===== config.mk =====
export PLATFORM = sky130hd
export DESIGN_NAME = addr_mode_unit_flat
export DESIGN_NICKNAME = d
export VERILOG_FILES = /design/src/rtl/addr_mode_pkg.sv /design/src/rtl/addr_mode_if.sv /design/src/rtl/am_timeout_ctr.sv /design/src/rtl/addr_mode_unit.sv /design/src/flat_wrapper.sv
export SDC_FILE = /design/constraint.sdc
export NUM_CORES = 1
export LEC_CHECK = 0
export BUFFER_PORTS_ARGS = -buffer_cell sky130_fd_sc_hd__buf_2
export CAP_MARGIN = 20
export CORE_ASPECT_RATIO = 0.9
export CORE_MARGIN = 2
export CORE_UTILIZATION = 44
export CTS_CLUSTER_SIZE = 28
export DETAILED_ROUTE_END_ITERATION = 10
export GPL_TIMING_DRIVEN = 1
export PLACE_DENSITY_LB_ADDON = 0.2
export SKIP_CTS_REPAIR_TIMING = 1
export SYNTH_ARGS = -nofsm -noshare
export SYNTH_HDL_FRONTEND = slang
export SYNTH_HIERARCHICAL = 1
export SYNTH_SLANG_ARGS = --single-unit

===== constraint.sdc =====
create_clock -name clk -period 1.93 [get_ports clk]
set_input_delay 0.193 -clock clk [delete_from_list [all_inputs] [get_ports clk]]
set_output_delay 0.193 -clock clk [all_outputs]
set_load 0.01 [all_outputs]

===== src/rtl/addr_mode_pkg.sv =====
// Shared opcodes, FSM state type and decode helper
// for the operand-resolution stage.
package addr_mode_pkg;

    localparam logic [3:0] OPC_MOV  = 4'b1011;
    localparam logic [3:0] OPC_MVI  = 4'b1100;
    localparam logic [3:0] OPC_LDA  = 4'b1101;
    localparam logic [3:0] OPC_LDAX = 4'b1110;

    typedef enum logic [1:0] {
        IDLE,
        MEM_REQ,
        WB
    } am_state_t;

    function automatic logic is_mem_mode(input logic [3:0] opc);
        return (opc == OPC_LDA) || (opc == OPC_LDAX);
    endfunction

endpackage


===== src/rtl/addr_mode_if.sv =====
// Decode-side, memory-side and writeback-side signals
// of the operand-resolution stage.
interface addr_mode_if #(
    parameter int DATA_W = 16,
    parameter int REG_AW = 3,
    parameter int OPC_W  = 4
);
    logic              in_valid;
    logic              in_ready;
    logic [OPC_W-1:0]  in_opcode;
    logic [REG_AW-1:0] in_op1_reg;
    logic [DATA_W-1:0] in_op2_data;
    logic [DATA_W-1:0] in_imm;
    logic              mem_req;
    logic [DATA_W-1:0] mem_addr;
    logic              mem_ack;
    logic [DATA_W-1:0] mem_rdata;
    logic              wb_valid;
    logic              wb_ready;
    logic [REG_AW-1:0] wb_regaddr;
    logic [DATA_W-1:0] wb_data;
    logic              err_illegal;
    logic              err_timeout;

    modport slave (
        input  in_valid, in_opcode, in_op1_reg,
        input  in_op2_data, in_imm,
        input  mem_ack, mem_rdata, wb_ready,
        output in_ready, mem_req, mem_addr,
        output wb_valid, wb_regaddr, wb_data,
        output err_illegal, err_timeout
    );

    modport master (
        output in_valid, in_opcode, in_op1_reg,
        output in_op2_data, in_imm,
        output mem_ack, mem_rdata, wb_ready,
        input  in_ready, mem_req, mem_addr,
        input  wb_valid, wb_regaddr, wb_data,
        input  err_illegal, err_timeout
    );

endinterface


===== src/rtl/am_timeout_ctr.sv =====
// Memory wait counter; tc marks the last cycle a
// request may still be acknowledged.
module am_timeout_ctr #(
    parameter int MEM_TIMEOUT = 15
) (
    input  logic clk,
    input  logic rst_n,
    input  logic clr,
    input  logic en,
    output logic tc
);

    logic [7:0] cnt;

    assign tc = (cnt == 8'(MEM_TIMEOUT - 1));

    always_ff @(posedge clk or negedge rst_n) begin
        if (!rst_n) begin
            cnt <= '0;
        end else if (clr) begin
            cnt <= '0;
        end else if (en) begin
            cnt <= cnt + 8'd1;
        end
    end

endmodule


===== src/rtl/addr_mode_unit.sv =====
// Operand-resolution stage: register, immediate,
// direct and register-indirect addressing.
module addr_mode_unit
    import addr_mode_pkg::*;
#(
    parameter int DATA_W      = 16,
    parameter int REG_AW      = 3,
    parameter int OPC_W       = 4,
    parameter int ACC_ADDR    = 0,
    parameter int MEM_TIMEOUT = 15
) (
    input logic        clk,
    input logic        rst_n,
    addr_mode_if.slave bus
);

    localparam logic [REG_AW-1:0] ACC = REG_AW'(ACC_ADDR);

    am_state_t state;
    am_state_t state_nx;

    logic [DATA_W-1:0] mem_addr_q;
    logic [DATA_W-1:0] wb_data_q;
    logic [REG_AW-1:0] wb_reg_q;
    logic              err_ill_q;
    logic              err_to_q;

    logic [3:0] opc;
    logic       opc_fit;
    logic       is_mov;
    logic       is_mvi;
    logic       is_lda;
    logic       is_ldax;
    logic       is_mem;
    logic       legal;
    logic       accept;
    logic       in_mem;
    logic       ack;
    logic       tc;

    // Upper opcode bits, if any, must be zero to match.
    assign opc     = bus.in_opcode[3:0];
    assign opc_fit = (bus.in_opcode == OPC_W'(opc));
    assign is_mem  = opc_fit && is_mem_mode(opc);

    always_comb begin
        is_mov  = 1'b0;
        is_mvi  = 1'b0;
        is_lda  = 1'b0;
        is_ldax = 1'b0;
        unique case (1'b1)
            opc_fit && (opc == OPC_MOV):  is_mov  = 1'b1;
            opc_fit && (opc == OPC_MVI):  is_mvi  = 1'b1;
            opc_fit && (opc == OPC_LDA):  is_lda  = 1'b1;
            opc_fit && (opc == OPC_LDAX): is_ldax = 1'b1;
            default: ;
        endcase
    end

    assign legal  = is_mov | is_mvi | is_lda | is_ldax;
    assign accept = bus.in_valid && (state == IDLE);
    assign in_mem = (state == MEM_REQ);
    assign ack    = in_mem && bus.mem_ack;

    am_timeout_ctr #(
        .MEM_TIMEOUT(MEM_TIMEOUT)
    ) u_ctr (
        .clk  (clk),
        .rst_n(rst_n),
        .clr  (!in_mem || bus.mem_ack || tc),
        .en   (in_mem),
        .tc   (tc)
    );

    always_ff @(posedge clk or negedge rst_n) begin
        if (!rst_n) begin
            state <= IDLE;
        end else begin
            state <= state_nx;
        end
    end

    always_comb begin
        state_nx = state;
        unique case (state)
            IDLE: begin
                if (accept && (is_mov || is_mvi)) begin
                    state_nx = WB;
                end else if (accept && is_mem) begin
                    state_nx = MEM_REQ;
                end
            end
            MEM_REQ: begin
                // An ack in the terminal cycle still wins.
                if (bus.mem_ack) begin
                    state_nx = WB;
                end else if (tc) begin
                    state_nx = IDLE;
                end
            end
            WB: begin
                if (bus.wb_ready) begin
                    state_nx = IDLE;
                end
            end
            default: state_nx = IDLE;
        endcase
    end

    always_ff @(posedge clk or negedge rst_n) begin
        if (!rst_n) begin
            mem_addr_q <= '0;
            wb_data_q  <= '0;
            wb_reg_q   <= '0;
            err_ill_q  <= 1'b0;
            err_to_q   <= 1'b0;
        end else begin
            err_ill_q <= accept && !legal;
            err_to_q  <= in_mem && !bus.mem_ack && tc;
            if (accept) begin
                unique case (1'b1)
                    is_mov: begin
                        wb_data_q <= bus.in_op2_data;
                        wb_reg_q  <= bus.in_op1_reg;
                    end
                    is_mvi: begin
                        wb_data_q <= bus.in_imm;
                        wb_reg_q  <= bus.in_op1_reg;
                    end
                    is_lda: begin
                        mem_addr_q <= bus.in_imm;
                        wb_reg_q   <= ACC;
                    end
                    is_ldax: begin
                        mem_addr_q <= bus.in_op2_data;
                        wb_reg_q   <= ACC;
                    end
                    default: ;
                endcase
            end
            if (ack) begin
                wb_data_q <= bus.mem_rdata;
            end
        end
    end

    assign bus.in_ready    = (state == IDLE);
    assign bus.mem_req     = in_mem;
    assign bus.mem_addr    = mem_addr_q;
    assign bus.wb_valid    = (state == WB);
    assign bus.wb_regaddr  = wb_reg_q;
    assign bus.wb_data     = wb_data_q;
    assign bus.err_illegal = err_ill_q;
    assign bus.err_timeout = err_to_q;

endmodule

===== src/flat_wrapper.sv =====
// flat-port wrapper written by rule: the top's interface ports become plain ports
module addr_mode_unit_flat import addr_mode_pkg::*;
#(
    parameter int DATA_W      = 16,
    parameter int REG_AW      = 3,
    parameter int OPC_W       = 4,
    parameter int ACC_ADDR    = 0,
    parameter int MEM_TIMEOUT = 15
)
  (clk, rst_n, bus_in_valid, bus_in_opcode, bus_in_op1_reg, bus_in_op2_data, bus_in_imm, bus_mem_ack, bus_mem_rdata, bus_wb_ready, bus_in_ready, bus_mem_req, bus_mem_addr, bus_wb_valid, bus_wb_regaddr, bus_wb_data, bus_err_illegal, bus_err_timeout);
  addr_mode_if #(.DATA_W(DATA_W), .REG_AW(REG_AW), .OPC_W(OPC_W)) bus_i ();
  input logic clk;
  input logic rst_n;
  input wire logic [$bits(bus_i.in_valid)-1:0] bus_in_valid;
  input wire logic [$bits(bus_i.in_opcode)-1:0] bus_in_opcode;
  input wire logic [$bits(bus_i.in_op1_reg)-1:0] bus_in_op1_reg;
  input wire logic [$bits(bus_i.in_op2_data)-1:0] bus_in_op2_data;
  input wire logic [$bits(bus_i.in_imm)-1:0] bus_in_imm;
  input wire logic [$bits(bus_i.mem_ack)-1:0] bus_mem_ack;
  input wire logic [$bits(bus_i.mem_rdata)-1:0] bus_mem_rdata;
  input wire logic [$bits(bus_i.wb_ready)-1:0] bus_wb_ready;
  output wire logic [$bits(bus_i.in_ready)-1:0] bus_in_ready;
  output wire logic [$bits(bus_i.mem_req)-1:0] bus_mem_req;
  output wire logic [$bits(bus_i.mem_addr)-1:0] bus_mem_addr;
  output wire logic [$bits(bus_i.wb_valid)-1:0] bus_wb_valid;
  output wire logic [$bits(bus_i.wb_regaddr)-1:0] bus_wb_regaddr;
  output wire logic [$bits(bus_i.wb_data)-1:0] bus_wb_data;
  output wire logic [$bits(bus_i.err_illegal)-1:0] bus_err_illegal;
  output wire logic [$bits(bus_i.err_timeout)-1:0] bus_err_timeout;
  assign bus_i.in_valid = bus_in_valid;
  assign bus_i.in_opcode = bus_in_opcode;
  assign bus_i.in_op1_reg = bus_in_op1_reg;
  assign bus_i.in_op2_data = bus_in_op2_data;
  assign bus_i.in_imm = bus_in_imm;
  assign bus_i.mem_ack = bus_mem_ack;
  assign bus_i.mem_rdata = bus_mem_rdata;
  assign bus_i.wb_ready = bus_wb_ready;
  assign bus_in_ready = bus_i.in_ready;
  assign bus_mem_req = bus_i.mem_req;
  assign bus_mem_addr = bus_i.mem_addr;
  assign bus_wb_valid = bus_i.wb_valid;
  assign bus_wb_regaddr = bus_i.wb_regaddr;
  assign bus_wb_data = bus_i.wb_data;
  assign bus_err_illegal = bus_i.err_illegal;
  assign bus_err_timeout = bus_i.err_timeout;
  addr_mode_unit #(.DATA_W(DATA_W), .REG_AW(REG_AW), .OPC_W(OPC_W), .ACC_ADDR(ACC_ADDR), .MEM_TIMEOUT(MEM_TIMEOUT)) u_core (.clk(clk), .rst_n(rst_n), .bus(bus_i));
endmodule

==> summary.txt, run 1 <==
Min path
  • Hold Crit Depth: 3
  • Worst hold path class: input pin to register
  • Min-delay src: bus_mem_rdata[7]

Setup path
  • Crit path DAT: 2.08 ns
  • Worst R2R Start: u_core/u_ctr/cnt[0]
  • Reg2reg end: u_core/u_ctr/cnt[7]
  • R2r setup slk: 0.07 ns
  • Critical path startpoint: u_core/u_ctr/cnt[0]
  • Setup CP Type: register to register
  • Max FO, Critical Path: 4
  • Critical path launch point type: register
  • R2R cell count: 8
  • CP endpoint: u_core/u_ctr/cnt[7]
  • Critical Path RT: 2.15 ns
  • Crit. End Element: register

Clock tree
  • Clock root buffer: clkbuf_8
  • Max clock buf depth: 2
  • CTS H-tree lvls: 2
  • Later-pin clock latency in the skew report: 0.30 ns
  • # clock sinks: 47
  • CTS clock-pin slew for the worst setup and hold paths: 0.09 ns
  • TritonCTS clock tree: yes
  • CTS Buf Count: 5

Routing
  • Initial detailed-routing violation count: 100
  • 1st-pass router iterations: 4
  • Drt via density: 5.22
  • ANT nets after route: 0
  • Wire per inst: 14.5 µm
  • DR DRC count: 0
  • DRT Wirelength: 6.06 mm
  • DR vias: 2177

STA
  • Final setup violating endpoints: 0
  • Period utilization: 96.6%
  • Max Fclk: 537 MHz
  • RSZ-0062 raised after global routing: true
  • Final hold viol count: 0
  • Worst Tran Pin Value: 0.660 ns
  • Max Slew Vio Count: 0
  • Max_slew headroom: 56.0%
  • Skew final: 0.0167 ns
  • Minimum clock period: 1.86 ns

Layout
  • Diode count: 0
  • Most common cell after layout, fill and taps aside: buf_2
  • Final Cell Area: 3270 µm²
  • Final Net Count: 408
  • Layout cells sized above 1: 43.2%
  • Commonest non-fill, non-tap cells in the layout: buf_2, dfrtp_1, mux2i_1
  • Area Overhead vs Synth: 29.1%

Synth
  • Yosys reg bits: 47
  • Ys Warns: 6
  • Register area share after synthesis: 46.4%
  • Ys flop type: dfrtp_1
  • Post-synth top area cell: dfrtp_1
  • Synth top area cells: dfrtp_1, mux2i_1, o211ai_2
  • Yosys top cell area share: 46.4%
  • Asr flop ratio synth: 100%
  • Mapped Nets: 303
  • Syn Inst Count: 241
  • Syn avg cell area: 10.5 µm²
  • EDFF count, synth: 0
  • Synth cell types: 39
  • Post-Syn Area: 2530 µm²

Floorplan
  • Number of core rows: 26
  • I/O pins: 100
  • Starting Density: 45.0%
  • Die width: 84.0 µm
  • Die height: 76.0 µm
  • Core area: 5630 µm²
  • Die area: 6380 µm²

Global route
  • Pin count of the biggest net entering global routing: 34
  • First-pass GRT wire length: 9.97 mm
  • Vias in the first global route: 2124
  • Total track usage: 19.5%
  • Grt total ovfl: 0
  • Initial antenna violation count: 0

Pwr
  • Leakage: 1.58 nW
  • Max IR drop VDD: 0.000572 V
  • Power Dens Cells: 944 nW/µm²
  • Overall power: 3.08 mW

Outcome
  • Status: finished clean

Place
  • GPL Wtd Cong: 0.869
  • I/O Buffers: 99
  • Post-DP HPWL: 4.47 mm
  • Cell Area, Placed: 3140 µm²

Flow run
  • Max-Cap Viols: 0
## sequential cells by signal, summed over array words and instances, names as in the netlist
register and cells:
u_core/u_ctr/cnt 8, u_core/bus.wb_regaddr 3, u_core/bus.wb_data 16, u_core/bus.mem_addr 16
u_core/bus.err_timeout 1, u_core/bus.err_illegal 1, u_core/state 2
## Yosys cell counts (2+ instances only)
cell type   n
buf_4       4
nand4_1     2
buf_6       3
inv_1       4
dfrtp_1    47
a21oi_2    10
buf_2       5
o21ai_0     9
o31ai_1     2
nand4b_1    2
o211ai_2   11
or4_1       3
a21oi_1     9
xor2_1      3
o211ai_1    7
and2_1      2
ha_1        2
nand3_1    18
and3b_1     2
mux2i_1    32
nand2_1    21
nor2_1     25
xnor2_1     2
## cell families after synthesis
group           count (synthesis)  synth area share [%]
compound gates                 52                  16.3
xor+xnor                        5                  1.73
fa+ha+maj                       2                 0.988
buf+inv                        18                  4.45
flops                          47                  46.4
mux                            32                  12.6
simple gates                   85                  17.4
## how the worst min path moves through the flow
stage	endpoint	slack [ns]
after floorplan	u_core/bus.err_illegal	-0.10
after global placement	u_core/bus.wb_regaddr[2]	0.25
after detailed placement	u_core/bus.wb_regaddr[2]	0.25
after CTS	u_core/bus.wb_regaddr[2]	-0.08
after global routing	u_core/bus.wb_data[8]	0.1
final	u_core/bus.wb_data[7]	0.09
## report_power, final
| group | internal (mW) | switching (mW) |
|---|---|---|
| Combinational | 0.474 | 0.539 |
| Sequential | 1.26 | 0.149 |
| Clock | 0.326 | 0.340 |
## worst max-delay path, cell delays in order (launching register included)
cell,delay [ns]
dfrtp_1,0.39
inv_1,0.06
ha_1,0.14
nand4b_1,0.10
nor4_2,0.28
or4_4,0.20
o21ai_4,0.06
or4_1,0.42
a21oi_2,0.14
## per-layer routing
layer	part of all wire (%)	GRT usage (%)	vias up	wire [µm]
met5	0	0	-	0
met4	1.8	7.74	0	107
met3	7.7	4.23	10	465
met2	46	31.2	77	2790
met1	44	26.0	1014	2690
li1	-	-	1076	-
## area by class of cell
type	count	area, µm²
Clock buffer	7	96.3
Clock inverter	1	7.51
Fill cell	496	2360
Inverter	4	15.0
Multi-Input combinational cell	176	1280
Sequential cell	47	1180
Tap cell	70	87.6
Timing Repair Buffer	112	608
## metrics by stage
step | utilization, % | setup TNS [ns] | instances | setup WS [ns] | hold WS (ns)
2_1_floorplan | - | 0 | 241 | 0.00594 | -0.103
3_3_place_gp | 55.7 | 0 | 408 | 0.153 | 0.254
3_5_place_dp | 55.7 | 0 | 408 | 0.0713 | 0.255
4_1_cts | 57.6 | 0 | 416 | 0.0200 | -0.0822
5_1_grt | 58.1 | -0.102 | 417 | -0.0393 | 0.0950
6_report | 58.1 | 0 | 417 | 0.0662 | 0.0899
No activity file was read; power rests on OpenSTA's default activity.
==> run 2, diff against run 1 <==
Settings changed: CORE_UTILIZATION 44 to 30.
==> summary.txt, run 2 (synthesis results as in run 1) <==
Outcome
  • Status: finished with violations
  • Violated checks: negative hold slack

Floorplan
  • Die height: 91.2 µm (+20%)
  • Core area: 8110 µm² (+44%)
  • Die area: 9190 µm² (+44%)
  • I/O pins: 100 (unchanged)
  • Number of core rows: 31 (+19%)
  • Starting Density: 31.2% (-14 points)
  • Die width: 101 µm (+20%)

STA
  • Period utilization: 97.5% (+0.98 points)
  • Minimum clock period: 1.88 ns (+0.0188 ns)
  • Final hold viol count: 29 (+29)
  • Final setup TNS: 0 ns (unchanged)
  • Max Fclk: 531 MHz (-1.0%)
  • Max Slew Vio Count: 0 (unchanged)
  • Hold Slack: -0.0229 ns (-0.113 ns)
  • Max_slew headroom: 34.3% (-22 points)
  • RSZ-0062 raised after global routing: true
  • Skew final: 0.00830 ns (-0.00843 ns)
  • Final setup violating endpoints: 0 (unchanged)
  • Worst Tran Pin Value: 0.980 ns (+0.321 ns)

Global route
  • Initial antenna violation count: 0 (unchanged)
  • Pin count of the biggest net entering global routing: 48 (+41%)
  • First-pass GRT wire length: 10.5 mm (+4.8%)
  • Vias in the first global route: 2082 (-2.0%)
  • Total track usage: 14.5% (-5.0 points)
  • Grt total ovfl: 0 (unchanged)

Layout
  • Most common cell after layout, fill and taps aside: buf_2
  • Diode count: 0 (unchanged)
  • Final Net Count: 407 (-0.25%)
  • Layout cells sized above 1: 43.1% (-0.16 points)
  • Commonest non-fill, non-tap cells in the layout: buf_2, dfrtp_1, mux2i_1
  • Area Overhead vs Synth: 30.0%

Routing
  • Wire per inst: 15.1 µm (+3.7%)
  • DR vias: 2127 (-2.3%)
  • Initial detailed-routing violation count: 60 (-40%)
  • ANT nets after route: 0 (unchanged)
  • DRT Wirelength: 6.70 mm (+11%)
  • Drt via density: 4.78 (-8.4%)
  • 1st-pass router iterations: 4 (unchanged)
  • DR DRC count: 0 (unchanged)

Clock tree
  • # clock sinks: 47 (unchanged)
  • Later-pin clock latency in the skew report: 0.30 ns (about the same)
  • CTS Buf Count: 5 (unchanged)
  • Clock root buffer: clkbuf_8
  • TritonCTS clock tree: yes
  • Max clock buf depth: 2 (unchanged)
  • CTS H-tree lvls: 2 (unchanged)
  • CTS clock-pin slew for the worst setup and hold paths: 0.09 ns (about the same)

Min path
  • Worst hold path class: input pin to asynchronous set/reset pin

Place
  • Post-DP HPWL: 4.85 mm (+8.6%)
  • GPL Wtd Cong: 0.811 (-6.7%)
  • I/O Buffers: 99 (unchanged)

Pwr
  • Leakage: 1.58 nW (-0.19%)
  • Power Dens Cells: 937 nW/µm² (-0.75%)
  • Overall power: 3.08 mW (about the same)
  • Max IR drop VDD: 0.000392 V (-31%)

Setup path
  • Max FO, Critical Path: 4 (unchanged)
  • Setup CP Type: register to register
  • R2r setup slk: 0.05 ns (-0.02 ns)
  • Critical Path RT: 2.15 ns (about the same)
  • Crit path DAT: 2.10 ns (+0.02 ns)
  • Critical path launch point type: register
  • Crit. End Element: register
  • Critical path startpoint: u_core/u_ctr/cnt[0]
  • Worst R2R Start: u_core/u_ctr/cnt[0]

Flow run
  • Max-Cap Viols: 0 (unchanged)
-- run 2: power by group --
group          internal (mW)  leakage, nW  switching (mW)
registers               1.26        0.583           0.151
clock network          0.326       0.0505           0.336
logic                  0.471        0.946           0.542
-- run 2: final cells by class --
| cell class | instances | area, µm² |
|---|---|---|
| fillers | 837 | 4810 |
| multi-input cells | 176 | 1270 |
| clock inverters | 1 | 7.51 |
| well taps | 99 | 124 |
| flip-flops and latches | 47 | 1180 |
| repair buffers | 111 | 598 |
| inverters | 4 | 15.0 |
| clock buffers | 7 | 96.3 |
-- run 2: path summary, 6_finish.rpt --
kind / endpoint / cells after the start
worst max-delay path: u_core/u_ctr/cnt[6] / 8
worst min-delay path: u_core/bus.wb_regaddr[0] / 2
worst max register to register: u_core/u_ctr/cnt[6] / 8
worst min register to register: u_core/bus.wb_regaddr[0] / 2
max in group asynchronous: u_core/bus.wb_data[0] / 2
min in group clk: u_core/bus.wb_data[10] / 3
-- run 2: per-stage QoR --
step	hold WS [ns]	util [%]	cell area (µm²)	setup slack (ns)	std cells
floorplan	-0.103	-	2540	0.00594	241
global placement	0.340	39.0	3160	0.101	436
detailed placement	0.343	39.0	3160	0.0568	436
CTS	0.00650	40.3	3270	0.0450	444
global route	0.0376	40.6	3290	-0.103	445
finish	-0.0229	40.6	3290	0.0474	445
-- run 2: metal layers --
metal | track usage (%) | wire, µm
met5 | 0 | 0
met4 | 4.91 | 72
met3 | 1.85 | 307
met2 | 22.2 | 3110
met1 | 21.0 | 3220
-- run 2: worst max-delay path, stage by stage, from the launching register on --
cell and delay (ns):
dfrtp_1 0.38, inv_1 0.06, ha_1 0.14, nand4b_1 0.14, nor4_4 0.28, or4_4 0.18
o21ai_2 0.07, or4_1 0.40, a21oi_1 0.14
